File: src/rtl/mem_access_unit_pkg.sv
// Shared definitions for the memory-stage access unit: bus width, default
// timeout and the FSM state encoding.
package mem_access_unit_pkg;

  localparam int BUS_MSB     = 31;
  localparam int MAU_TIMEOUT = 255;

  typedef enum logic [1:0] {
    MAU_IDLE = 2'd0,
    MAU_REQ  = 2'd1,
    MAU_DONE = 2'd2
  } mau_state_e;

  // Last counter value before a REQ gives up waiting for an ack.
  function automatic logic [7:0] timeout_last(input int timeout);
    return 8'(timeout - 1);
  endfunction

endpackage

File: src/rtl/mem_access_unit.sv
// Memory-stage access unit: turns EX/MEM load/store controls into one req/ack
// bus transaction per instruction and stalls the pipeline until it completes.
module mem_access_unit
  import mem_access_unit_pkg::*;
#(
  parameter int BUS_W   = BUS_MSB + 1,
  parameter int TIMEOUT = MAU_TIMEOUT
) (
  input  logic             i_Clk,
  input  logic             i_Rst,
  input  logic             i_WrEnMem,
  input  logic             i_RdEnMem,
  input  logic             i_MemAddrSel,
  input  logic [BUS_W-1:0] i_AluOut,
  input  logic [BUS_W-1:0] i_Imm22,
  input  logic [BUS_W-1:0] i_AluOp2,
  output logic             o_Stall,
  output logic [BUS_W-1:0] o_LoadData,
  output logic             o_LoadValid,
  output logic             o_BusReq,
  output logic             o_BusWe,
  output logic [BUS_W-1:0] o_BusAddr,
  output logic [BUS_W-1:0] o_BusWData,
  input  logic             i_BusAck,
  input  logic [BUS_W-1:0] i_BusRData,
  input  logic             i_BusErr,
  output logic             o_BusFault
);

  localparam logic [7:0] TO_LAST = timeout_last(TIMEOUT);

  mau_state_e       r_State, w_State;
  logic [7:0]       r_Count, w_Count;
  logic             w_Acc;
  logic             w_BusReq, w_BusWe, w_LoadValid, w_Fault;
  logic [BUS_W-1:0] w_BusAddr, w_BusWData, w_LoadData;

  assign w_Acc   = i_WrEnMem | i_RdEnMem;
  // Combinational so the issuing instruction is held from its very first cycle.
  assign o_Stall = ((r_State == MAU_IDLE) && w_Acc) || (r_State == MAU_REQ);

  always_ff @(posedge i_Clk) begin
    // NOTE: sequential state uses <= so every register samples pre-edge values.
    if (!i_Rst) r_State <= MAU_IDLE;
    else        r_State <= w_State;
  end

  always_comb begin
    // NOTE: every output gets a hold default first, so no path can infer a latch.
    w_State     = r_State;
    w_Count     = r_Count;
    w_BusReq    = o_BusReq;
    w_BusWe     = o_BusWe;
    w_BusAddr   = o_BusAddr;
    w_BusWData  = o_BusWData;
    w_LoadData  = o_LoadData;
    w_LoadValid = 1'b0;
    w_Fault     = o_BusFault;

    unique case (r_State)
      MAU_IDLE: begin
        if (w_Acc) begin
          w_State    = MAU_REQ;
          w_BusReq   = 1'b1;
          w_BusWe    = i_WrEnMem;
          w_BusAddr  = i_MemAddrSel ? i_Imm22 : i_AluOut;
          w_BusWData = i_AluOp2;
          w_Count    = 8'd0;
        end
      end
      MAU_REQ: begin
        if (i_BusAck) begin
          w_State     = MAU_DONE;
          w_BusReq    = 1'b0;
          w_LoadValid = ~o_BusWe;
          if (!o_BusWe) w_LoadData = i_BusErr ? '0 : i_BusRData;
          if (i_BusErr) w_Fault = 1'b1;
        end else if (r_Count == TO_LAST) begin
          w_State     = MAU_DONE;
          w_BusReq    = 1'b0;
          w_Fault     = 1'b1;
          w_LoadValid = ~o_BusWe;
          if (!o_BusWe) w_LoadData = '0;
        end else begin
          w_Count = r_Count + 8'd1;
        end
      end
      MAU_DONE: w_State = MAU_IDLE;
      default:  w_State = MAU_IDLE;
    endcase
  end

  // o_LoadValid is registered on entry to DONE, so it is high for exactly that cycle.
  always_ff @(posedge i_Clk) begin
    if (!i_Rst) begin
      r_Count     <= 8'd0;
      o_BusReq    <= 1'b0;
      o_BusWe     <= 1'b0;
      o_BusAddr   <= '0;
      o_BusWData  <= '0;
      o_LoadData  <= '0;
      o_LoadValid <= 1'b0;
      o_BusFault  <= 1'b0;
    end else begin
      r_Count     <= w_Count;
      o_BusReq    <= w_BusReq;
      o_BusWe     <= w_BusWe;
      o_BusAddr   <= w_BusAddr;
      o_BusWData  <= w_BusWData;
      o_LoadData  <= w_LoadData;
      o_LoadValid <= w_LoadValid;
      o_BusFault  <= w_Fault;
    end
  end

endmodule

File: config.mk
export PLATFORM = sky130hd
export DESIGN_NAME = mem_access_unit
export DESIGN_NICKNAME = d
export VERILOG_FILES = /design/src/rtl/mem_access_unit_pkg.sv /design/src/rtl/mem_access_unit.sv
export SDC_FILE = /design/constraint.sdc
export NUM_CORES = 1
export LEC_CHECK = 0
export BUFFER_PORTS_ARGS = -buffer_cell sky130_fd_sc_hd__buf_2
export CAP_MARGIN = 40
export CORE_AREA = 2 2 99 101
export CTS_BUF_LIST = sky130_fd_sc_hd__clkbuf_2
export DETAILED_ROUTE_END_ITERATION = 7
export DIE_AREA = 0 0 101 103
export PLACE_DENSITY = 0.81
export SKIP_LAST_GASP = 1
export SLEW_MARGIN = 5
export SYNTH_ARGS = -nofsm -noshare
export SYNTH_HDL_FRONTEND = slang
export SYNTH_SLANG_ARGS = --single-unit
File: constraint.sdc
create_clock -name i_Clk -period 1.89 [get_ports i_Clk]
set_input_delay 0.378 -clock i_Clk [delete_from_list [all_inputs] [get_ports i_Clk]]
set_output_delay 0.378 -clock i_Clk [all_outputs]
set_load 0.1 [all_outputs]
==> flow_metrics.env, run 1 <==
export IMPL_min_period_ns=1.800
export IMPL_startpoint="r_State[0]"
export IMPL_h_tree_depth=3
export IMPL_final_cell_area_um2=6165
export IMPL_hp_start="i_AluOp2[21]"
export IMPL_cts_buffers=9
export IMPL_dieArea_um2=10400
export IMPL_ios=236
export IMPL_worstSetupEndpointType="output pin"
export IMPL_routed_via_density=5.196
export IMPL_dpl_hpwl_um=8236
export IMPL_synth_area_um2=4119
export IMPL_grt_pass1_wl_um=18460
export IMPL_track_usage_pct=22.46
export IMPL_slew_headroom_pct=66.37
export IMPL_run_status="finished, final reports clean"
export IMPL_worstPathArrival_ns=1.42
export IMPL_placed_area_um2=5391
export IMPL_ys_ff_latch=110
export IMPL_place_inst=760
export IMPL_fin_skew_ns=0.02123
export IMPL_grt_overflow_total=0
export IMPL_required_ns=1.51
export IMPL_wl_per_cell_um=15.11
export IMPL_yosysUniqueCellTypes=37
export IMPL_power_density_nw_per_um2=897.6
export IMPL_clk_path_buf_depth=2
export IMPL_place_congestion=0.8163
export IMPL_cts_clk_slew_worst_paths_ns=0.26
export IMPL_final_nets=857
export IMPL_slew_viol_final=0
export IMPL_wl_um=12660
export IMPL_coreArea_um2=9459
export IMPL_clock_fmax_mhz=555.7
export IMPL_max_cap_violations=0
export IMPL_setup_viol=0
export IMPL_timing_rr_start="r_State[1]"
export IMPL_port_buffers=235
export IMPL_synth_warnings=0
export IMPL_grt_start_max_net_pins=70
export IMPL_num_rows=36
export IMPL_drive_gt1_share_pct=37.43
export IMPL_hp_class="in2reg"
export IMPL_critPathLaunchType="register"
export IMPL_synth_seq_area_share_pct=53.46
export IMPL_clock_latency_ns=0.55
export IMPL_drc=0
export IMPL_timing_final_crit_share_pct=95.22
export IMPL_avgSynthCellArea_um2=9.426
export IMPL_drt_iter0_drc=137
export IMPL_clock_sinks=110
export IMPL_die_w_um=101
export IMPL_area_growth_pct=49.67
export IMPL_grt_pass1_vias=4062
export IMPL_synth_nets=574
export IMPL_antennaDiodeCount=0
export IMPL_initial_core_util_pct=43.54
export IMPL_hold_viol=0
export IMPL_dr_pass1_iters=5
export IMPL_cp_max_fo=7
export IMPL_peakVddDrop_uv=452.5
export IMPL_rsz0062_at_grt="true"
export IMPL_drt_antenna_violating_nets=0
export IMPL_cts_tree="done"
export IMPL_clockRootBuffer="clkbuf_2"
export IMPL_synthCells=437
export IMPL_total_power_mw=5.533
export IMPL_die_y_um=103
export IMPL_antenna_found_initial=0
export IMPL_p_leak_nw=2.998
export IMPL_worstSetupPathType="reg2out"
export IMPL_dr_total_vias=4354
export IMPL_n_fill_cell=758
export IMPL_final_cells=838
export IMPL_timing_setup_tns_ns=0
export IMPL_tightest_slew_ns=0.5079
kinds of logic (layout without fill, tap and decap cells):
kind of cell | after synthesis | in the layout | share of synthesized area (%)
xor gates and xnor gates | 1 | 1 | 0.2127
muxes | 33 | 33 | 8.020
adders and majority gates | 2 | 2 | 0.6074
AOI/OAI and AO/OA | 119 | 119 | 20.17
and+or+nand+nor | 129 | 129 | 13.15
DFF | 110 | 110 | 53.46
buffers and inverters | 43 | 330 | 4.374
routing by layer:
layer	vias up	GRT usage, %	share of wire, %
li1	2111	-	-
met1	1998	23.05	38
met2	218	42.05	51
met3	27	6.915	8.2
met4	0	9.979	2.5
met5	-	0	0
cells in the mapped netlist:
cell | n | area (um2)
nor3_1 | 3 | 15.01
nand2b_1 | 1 | 6.260
buf_4 | 1 | 7.510
o31ai_1 | 1 | 7.510
o31a_1 | 1 | 8.760
and2b_1 | 1 | 7.510
nor3_2 | 2 | 20.02
or4_1 | 1 | 7.510
a21oi_1 | 34 | 170.2
mux2i_1 | 33 | 330.3
and3_1 | 2 | 12.51
o22ai_1 | 2 | 12.51
a211oi_1 | 32 | 240.2
inv_2 | 1 | 3.750
nor2_1 | 38 | 142.6
a211o_1 | 1 | 8.760
dfxtp_1 | 110 | 2202
clkbuf_1 | 21 | 78.83
o21ba_2 | 1 | 10.01
and4_1 | 1 | 8.760
o21ai_0 | 4 | 20.02
or2_2 | 1 | 6.260
xnor2_1 | 1 | 8.760
nand4b_1 | 1 | 8.760
and2_1 | 1 | 6.260
a22o_1 | 32 | 280.3
ha_1 | 2 | 25.02
nand3_1 | 5 | 25.02
o21ai_1 | 3 | 15.01
o211ai_1 | 2 | 15.01
or3_1 | 1 | 6.260
nand4_1 | 1 | 6.260
a31oi_1 | 4 | 25.02
buf_2 | 12 | 60.06
inv_1 | 8 | 30.03
o2111ai_1 | 2 | 17.52
nand2_1 | 70 | 262.8
what timing repair did:
action | in CTS | in global routing
hold buffers | 55 | 4
gates cloned | 0 | 1
endpoints found under the hold margin | 55 | 4
pin swaps | 0 | 1
setup endpoints to repair | 2 | 16
buffers inserted | 0 | 3
resized for setup | 5 | 16
final timing paths:
| path | endpoint | slack (ns) | cells after the start |
|---|---|---|---|
| max | o_Stall | 0.09 | 3 |
| min | o_BusWData[21] | 0.06 | 3 |
| max reg2reg | o_BusWe | 0.14 | 5 |
| min reg2reg | o_BusWData[19] | 0.47 | 2 |
worst max-delay path: stages, from the launching register on:
cell     delay, ns
dfxtp_4       0.44
nor3_4        0.20
nor2_2        0.05
buf_6         0.19
metrics by stage:
stage / utilization, % / worst slack, ns / hold slack [ns]
floorplan: - / 0.01679 / 0.4340
global placement: 57.00 / 0.2367 / 0.4391
detailed placement: 57.00 / 0.1880 / 0.4430
CTS: 63.88 / -0.02630 / 0.005268
global route: 65.17 / -0.03750 / 0.004862
finish: 65.17 / 0.09036 / 0.06006
cell usage in the layout (no fill, tap or decap), types with 3 or more instances in the layout:
master	n
a211oi_1	32
buf_4	10
a31oi_1	3
o21ai_0	4
dlygate4sd3_1	59
buf_2	221
nand2_1	70
clkbuf_4	12
a21oi_1	34
nor2_1	37
dfxtp_1	109
nand3_1	5
clkbuf_2	10
mux2i_1	33
a22o_1	32
inv_1	8
cell type report:
class,count,area [um2],share of cell area (%)
Clock buffer,10,50.05,0.8119
Clock inverter,5,36.28,0.5886
Inverter,9,33.78,0.5480
Multi-Input combinational cell,284,1767,28.66
Sequential cell,110,2206,35.78
Tap cell,114,142.6,2.314
Timing Repair Buffer,306,1929,31.30
registers in the layout, summed over array words and instances (netlist names):
name and flops:
o_BusReq 1, r_State 2, o_BusFault 1, r_Count 8, o_LoadData 32, o_BusWData 32
o_BusWe 1, o_LoadValid 1, o_BusAddr 32
where the power goes:
group	switching, mW	internal (mW)	total (mW)
sequential	0.0909	2.49	2.58
clock	0.737	0.174	0.911
combinational	1.56	0.483	2.04
total	2.39	3.15	5.53
Note: power is estimated with default switching activity, not from simulation.
==> inputs of run 2 (changes only) <==
--- a/config.mk
+++ b/config.mk
@@ -5,13 +5,14 @@
 export SDC_FILE = /design/constraint.sdc
 export NUM_CORES = 1
 export LEC_CHECK = 0
+export ABC_AREA = 1
 export BUFFER_PORTS_ARGS = -buffer_cell sky130_fd_sc_hd__buf_2
 export CAP_MARGIN = 40
-export CORE_AREA = 2 2 99 101
+export CORE_AREA = 2 2 104 106
 export CTS_BUF_LIST = sky130_fd_sc_hd__clkbuf_2
 export DETAILED_ROUTE_END_ITERATION = 7
-export DIE_AREA = 0 0 101 103
-export PLACE_DENSITY = 0.81
+export DIE_AREA = 0 0 106 108
+export PLACE_DENSITY = 0.8
 export SKIP_LAST_GASP = 1
 export SLEW_MARGIN = 5
 export SYNTH_ARGS = -nofsm -noshare
==> run 2 against run 1 <==
  * Cell count up 18%
  * Critical endpoint is now o_BusAddr[24]
  * Highest routed layer unchanged
  * Combinational power up 29%
  * Clock skew up 0.015 ns
  * Register-to-register slack better by 0.17 ns
  * Largest cell class unchanged
  * Core utilization down 3.2 points
==> flow_metrics.env, run 2 <==
export IMPL_run_status="finished, final reports clean"
export IMPL_h_tree_depth=3
export IMPL_critPathLaunchType="register"
export IMPL_synth_warnings=0
export IMPL_drc=0
export IMPL_clk_path_buf_depth=2
export IMPL_avgSynthCellArea_um2=7.727
export IMPL_worstPathArrival_ns=1.41
export IMPL_area_growth_pct=34.62
export IMPL_cp_max_fo=2
export IMPL_ys_async_sr_fraction_pct=0
export IMPL_synth_most_common_cell="nor2_1"
export IMPL_ys_ff_latch=110
export IMPL_worstSetupPathType="reg2out"
export IMPL_wl_per_cell_um=12.70
export IMPL_synth_top_area_share_pct=46.72
export IMPL_peakVddDrop_uv=600.3
export IMPL_setup_viol=0
export IMPL_place_inst=945
export IMPL_worstSetupEndpointType="output pin"
export IMPL_dieArea_um2=11450
export IMPL_clockRootBuffer="clkbuf_2"
export IMPL_clock_sinks=110
export IMPL_place_congestion=0.7971
export IMPL_drive_gt1_share_pct=33.18
export IMPL_cts_clk_slew_worst_paths_ns=0.32
export IMPL_clock_latency_ns=0.57
export IMPL_synth_top_cells_by_area="dfxtp_1 47%, nor2_1 9.6%, nand2_1 7.3%"
export IMPL_num_rows=37
export IMPL_drt_antenna_violating_nets=0
export IMPL_wl_um=12530
export IMPL_dpl_hpwl_um=8530
export IMPL_total_power_mw=6.312
export IMPL_final_cell_mix="215 x buf_2, 119 x nor2_1, 109 x dfxtp_1"
export IMPL_antenna_found_initial=0
export IMPL_hp_start="i_AluOp2[30]"
export IMPL_placed_area_um2=5924
export IMPL_rsz0062_at_grt="true"
export IMPL_synthCells=610
export IMPL_final_cells=986
export IMPL_timing_rr_start="r_Count[1]"
export IMPL_utilization_pct=62.02
export IMPL_fin_skew_ns=0.03655
export IMPL_grt_pass1_wl_um=19140
export IMPL_cts_buffers=9
export IMPL_r2r_end="o_LoadData[20]"
export IMPL_drt_iter0_drc=383
export IMPL_synth_edf_count=0
export IMPL_max_cap_violations=0
export IMPL_grt_pass1_vias=4158
export IMPL_routed_via_density=4.803
export IMPL_clock_fmax_mhz=558.2
export IMPL_grt_start_max_net_pins=107
export IMPL_grt_overflow_total=0
export IMPL_hold_viol=0
export IMPL_port_buffers=235
export IMPL_required_ns=1.51
export IMPL_synthFlopType="dfxtp_1"
export IMPL_die_w_um=106
export IMPL_dr_pass1_iters=4
export IMPL_track_usage_pct=20.62
export IMPL_layout_commonest_cell="buf_2"
export IMPL_slew_headroom_pct=65.58
export IMPL_min_period_ns=1.791
export IMPL_tightest_slew_ns=0.5199
export IMPL_power_density_nw_per_um2=994.9
export IMPL_synth_area_um2=4713
export IMPL_p_leak_nw=3.237
export IMPL_synth_seq_area_share_pct=46.72
export IMPL_crit_path_top_delay_cell="buf_2"
export IMPL_critPathTopFamily="buffers and inverters"
export IMPL_initial_core_util_pct=46.07
export IMPL_final_nets=982
export IMPL_path_cells="buf_2"
export IMPL_hp_class="in2reg"
export IMPL_worst_r2r_cell_count=8
export IMPL_cts_tree="done"
export IMPL_top_regs="o_BusAddr: 32 flops, o_BusWData: 32 flops, o_LoadData: 32 flops"
export IMPL_timing_setup_tns_ns=0
export IMPL_slew_viol_final=0
export IMPL_final_cell_area_um2=6345
export IMPL_whs_path_depth=3
export IMPL_synth_nets=747
export IMPL_min_to="o_BusWData[30]"
export IMPL_critPathBufInv=1
export IMPL_coreArea_um2=10230
export IMPL_reg2reg_slack_ns=0.31
export IMPL_antennaDiodeCount=0
export IMPL_timing_final_crit_share_pct=94.78
export IMPL_cp_slowest_stage_delay_ns=0.44
export IMPL_synth_common_cells="120 x nor2_1, 110 x dfxtp_1, 92 x nand2_1"
export IMPL_ios=236
export IMPL_yosysUniqueCellTypes=28
export IMPL_dr_total_vias=4736
export IMPL_post_synth_top_area_cell="dfxtp_1"
export IMPL_die_y_um=108
-- run 2: power by group --
group | total [mW] | internal [mW] | switching [mW]
logic | 2.64 | 0.539 | 2.11
registers | 2.66 | 2.55 | 0.113
clock network | 1.01 | 0.198 | 0.808
-- run 2: metal layers --
layer,GRT usage [%],vias up,share of wire (%)
met2,35.76,189,49
met1,25.00,2057,42
met4,8.177,0,2.1
met3,4.581,22,7.1
li1,-,2468,-
met5,0,-,0
-- run 2: cell type report --
class | instances | area (um2)
inverter | 25 | 93.84
timing repair buffer | 267 | 1592
clock buffer | 9 | 45.04
sequential | 110 | 2203
multi-input combinational | 432 | 2185
clock inverter | 7 | 56.30
tap | 136 | 170.2
fill | 943 | 3886
-- run 2: cell families (layout without fill, tap and decap cells) --
group	after synthesis	after routing	synth area share, %
AND/OR/NAND/NOR	261	261	23.65
AO/OA/AOI/OAI	137	137	15.21
flip-flops	110	110	46.72
buffers and inverters	68	308	7.087
multiplexers	32	32	6.796
adder cells (fa/ha/maj)	2	2	0.5308
-- run 2: metrics by stage --
stage | setup WS, ns | hold WS (ns)
2_1_floorplan | 0.1589 | 0.4503
3_3_place_gp | 0.3334 | 0.4385
3_5_place_dp | 0.3248 | 0.4524
4_1_cts | -0.008943 | 0.001033
5_1_grt | -0.03633 | 0.0009884
6_report | 0.09868 | 0.05142
-- run 2: timing repair --
action | 4_1_cts | 5_1_grt
hold buffers | 23 | 2
buffers inserted | 0 | 0
hold endpoints to repair | 23 | 2
endpoints found under the setup margin | 2 | 19
gates resized for setup | 5 | 21
pin swaps | 0 | 1
-- run 2: worst max path at each step --
stage / startpoint / to / slack, ns / cells after the start
global placement: i_WrEnMem / o_Stall / 0.33 / 5
finish: o_BusAddr[24] / o_BusAddr[24] / 0.1 / 1
global route: r_State[1] / o_Stall / -0.04 / 4
detailed placement: i_WrEnMem / o_Stall / 0.32 / 5
floorplan: o_BusWe / o_LoadData[0] / 0.16 / 4
CTS: r_State[1] / o_Stall / -0.009 / 4
==> inputs of run 3 (changes only) <==
--- a/config.mk
+++ b/config.mk
@@ -9,7 +9,7 @@
 export BUFFER_PORTS_ARGS = -buffer_cell sky130_fd_sc_hd__buf_2
 export CAP_MARGIN = 40
 export CORE_AREA = 2 2 104 106
-export CTS_BUF_LIST = sky130_fd_sc_hd__clkbuf_2
+export CTS_BUF_LIST = sky130_fd_sc_hd__clkbuf_8
 export DETAILED_ROUTE_END_ITERATION = 7
 export DIE_AREA = 0 0 106 108
 export PLACE_DENSITY = 0.8
==> constraint.sdc (replaced) <==
create_clock -name i_Clk -period 1.9 [get_ports i_Clk]
set_input_delay 0.38 -clock i_Clk [delete_from_list [all_inputs] [get_ports i_Clk]]
set_output_delay 0.38 -clock i_Clk [all_outputs]
set_load 0.1 [all_outputs]
==> run 3 against run 2 <==
  * Sequential cell count is the same
  * Combinational power decreased by 3%
  * First-iteration DRC count shrank 8.1%
  * Worst setup slack improved by 0.061 ns
  * Wire length shrank 3.5%
  * Final area is 3.9% lower
  * Critical path depth increased by 3
  * Worst hold slack better by 0.22 ns
  * Register-to-register slack better by 0.03 ns
  * Non-clock buffer count decreased by 26
  * Largest power group unchanged
==> flow_metrics.env, run 3 (synthesis gave the netlist of run 2 again) <==
export IMPL_antenna_found_initial=1
export IMPL_drt_iter0_drc=352
export IMPL_dr_total_vias=4610
export IMPL_final_cell_area_um2=6095
export IMPL_area_growth_pct=29.31
export IMPL_required_ns=1.52
export IMPL_cts_buffers=9
export IMPL_port_buffers=235
export IMPL_tightest_slew_ns=0.5168
export IMPL_rsz0062_at_grt="false"
export IMPL_critPathLaunchType="register"
export IMPL_switching_power_mw=2.986
export IMPL_r2r_end="o_LoadData[29]"
export IMPL_drc=0
export IMPL_n_fill_cell=1007
export IMPL_reg2reg_slack_ns=0.34
export IMPL_hp_class="in2reg"
export IMPL_wl_per_cell_um=12.59
export IMPL_clkPwrFrac_pct=19.8
export IMPL_grt_pass1_vias=4181
export IMPL_grt_start_max_net_pins=107
export IMPL_grt_overflow_total=0
export IMPL_drive_gt1_share_pct=33.66
export IMPL_top_regs="o_BusAddr: 32 flops, o_BusWData: 32 flops, o_LoadData: 32 flops"
export IMPL_final_cell_mix="234 x buf_2, 120 x nor2_1, 110 x dfxtp_1"
export IMPL_hold_viol=0
export IMPL_p_seq_share_pct=40.8
export IMPL_worstSetupPathType="reg2out"
export IMPL_h_tree_depth=3
export IMPL_timing_setup_tns_ns=0
export IMPL_worstPathArrival_ns=1.36
export IMPL_clockRootBuffer="clkbuf_8"
export IMPL_p_sw_share_pct=46.19
export IMPL_power_density_nw_per_um2=1061
export IMPL_timing_final_crit_share_pct=91.60
export IMPL_wl_um=12090
export IMPL_fin_skew_ns=0.01419
export IMPL_place_congestion=0.8086
export IMPL_slew_headroom_pct=65.78
export IMPL_setup_viol=0
export IMPL_run_status="finished, final reports clean"
export IMPL_clock_latency_ns=0.36
export IMPL_routed_via_density=4.802
export IMPL_layout_commonest_cell="buf_2"
export IMPL_placed_area_um2=5917
export IMPL_cts_clk_slew_worst_paths_ns=0.11
export IMPL_cp_max_fo=9
export IMPL_die_w_um=106
export IMPL_drt_antenna_violating_nets=0
export IMPL_cts_tree="done"
export IMPL_p_leak_nw=3.148
export IMPL_timing_rr_start="r_Count[0]"
export IMPL_slew_viol_final=0
export IMPL_whs_path_depth=3
export IMPL_coreArea_um2=10230
export IMPL_worst_r2r_cell_count=9
export IMPL_startpoint="r_State[1]"
export IMPL_cts_setup_buffers=0
export IMPL_grt_pass1_wl_um=19160
export IMPL_pwr_share_comb_pct=39.5
export IMPL_hp_start="i_AluOp2[14]"
export IMPL_num_rows=37
export IMPL_initial_core_util_pct=46.07
export IMPL_dieArea_um2=11450
export IMPL_final_nets=956
export IMPL_dr_pass1_iters=4
export IMPL_p_int_mw=3.479
export IMPL_clk_path_buf_depth=2
export IMPL_dpl_hpwl_um=8636
export IMPL_die_y_um=108
export IMPL_max_cap_violations=0
export IMPL_worstSetupEndpointType="output pin"
export IMPL_whs_ns=0.2679
export IMPL_clock_sinks=110
export IMPL_min_period_ns=1.740
export IMPL_peakVddDrop_uv=575.9
export IMPL_worst_slack_ns=0.1596
export IMPL_clock_fmax_mhz=574.6
export IMPL_post_place_ws_ns=0.2415
export IMPL_ios=236
export IMPL_min_to="o_BusWData[14]"
export IMPL_track_usage_pct=20.53
## run 3: area by class of cell
class / instances / area (um2) / area share, %
clock inverter: 6 / 48.80 / 0.8007
antenna: 1 / 2.502 / 0.04106
clock buffer: 9 / 123.9 / 2.032
timing repair buffer: 241 / 1274 / 20.90
inverter: 25 / 93.84 / 1.540
multi-input combinational: 432 / 2180 / 35.76
sequential: 110 / 2202 / 36.13
tap: 136 / 170.2 / 2.792
## run 3: how the worst max path moves through the flow
stage               cells past startpoint       endpoint
finish                                  4        o_Stall
global route                            4        o_Stall
CTS                                     4        o_Stall
detailed placement                      5        o_Stall
global placement                        5        o_Stall
floorplan                               4  o_LoadData[0]
## run 3: routing by layer
metal  GRT usage [%]  share of wire [%]
met5               0                  0
met4           6.391                1.7
met3           4.822                7.2
met2           36.41                 49
met1           24.77                 43
## run 3: critical path, cell delays in order, from the launching register on
cell,delay [ns]
dfxtp_1,0.32
nor2_1,0.14
nand2_2,0.17
nand2_2,0.09
buf_4,0.29
## run 3: power by group through the flow
stage / Combinational, mW / Sequential, mW / Clock, mW
after detailed placement: 2.56 / 2.68 / 0
final: 2.55 / 2.63 / 1.28
after global placement: 2.54 / 2.68 / 0
after floorplan: 0.609 / 4.17 / 0
after global routing: 2.69 / 2.66 / 1.41
after CTS: 2.56 / 2.64 / 1.32
## run 3: metrics by stage
step | instances | power, mW | util (%)
CTS | 959 | 6.518 | 59.55
global placement | 944 | 5.218 | 57.83
floorplan | 610 | 4.783 | -
detailed placement | 944 | 5.243 | 57.83
finish | 960 | 6.465 | 59.57
global route | 959 | 6.760 | 59.55
## run 3: what timing repair did
action / CTS / global route
hold buffers: 0 / 0
endpoints found under the setup margin: 1 / 0
gates resized for setup: 1 / 0
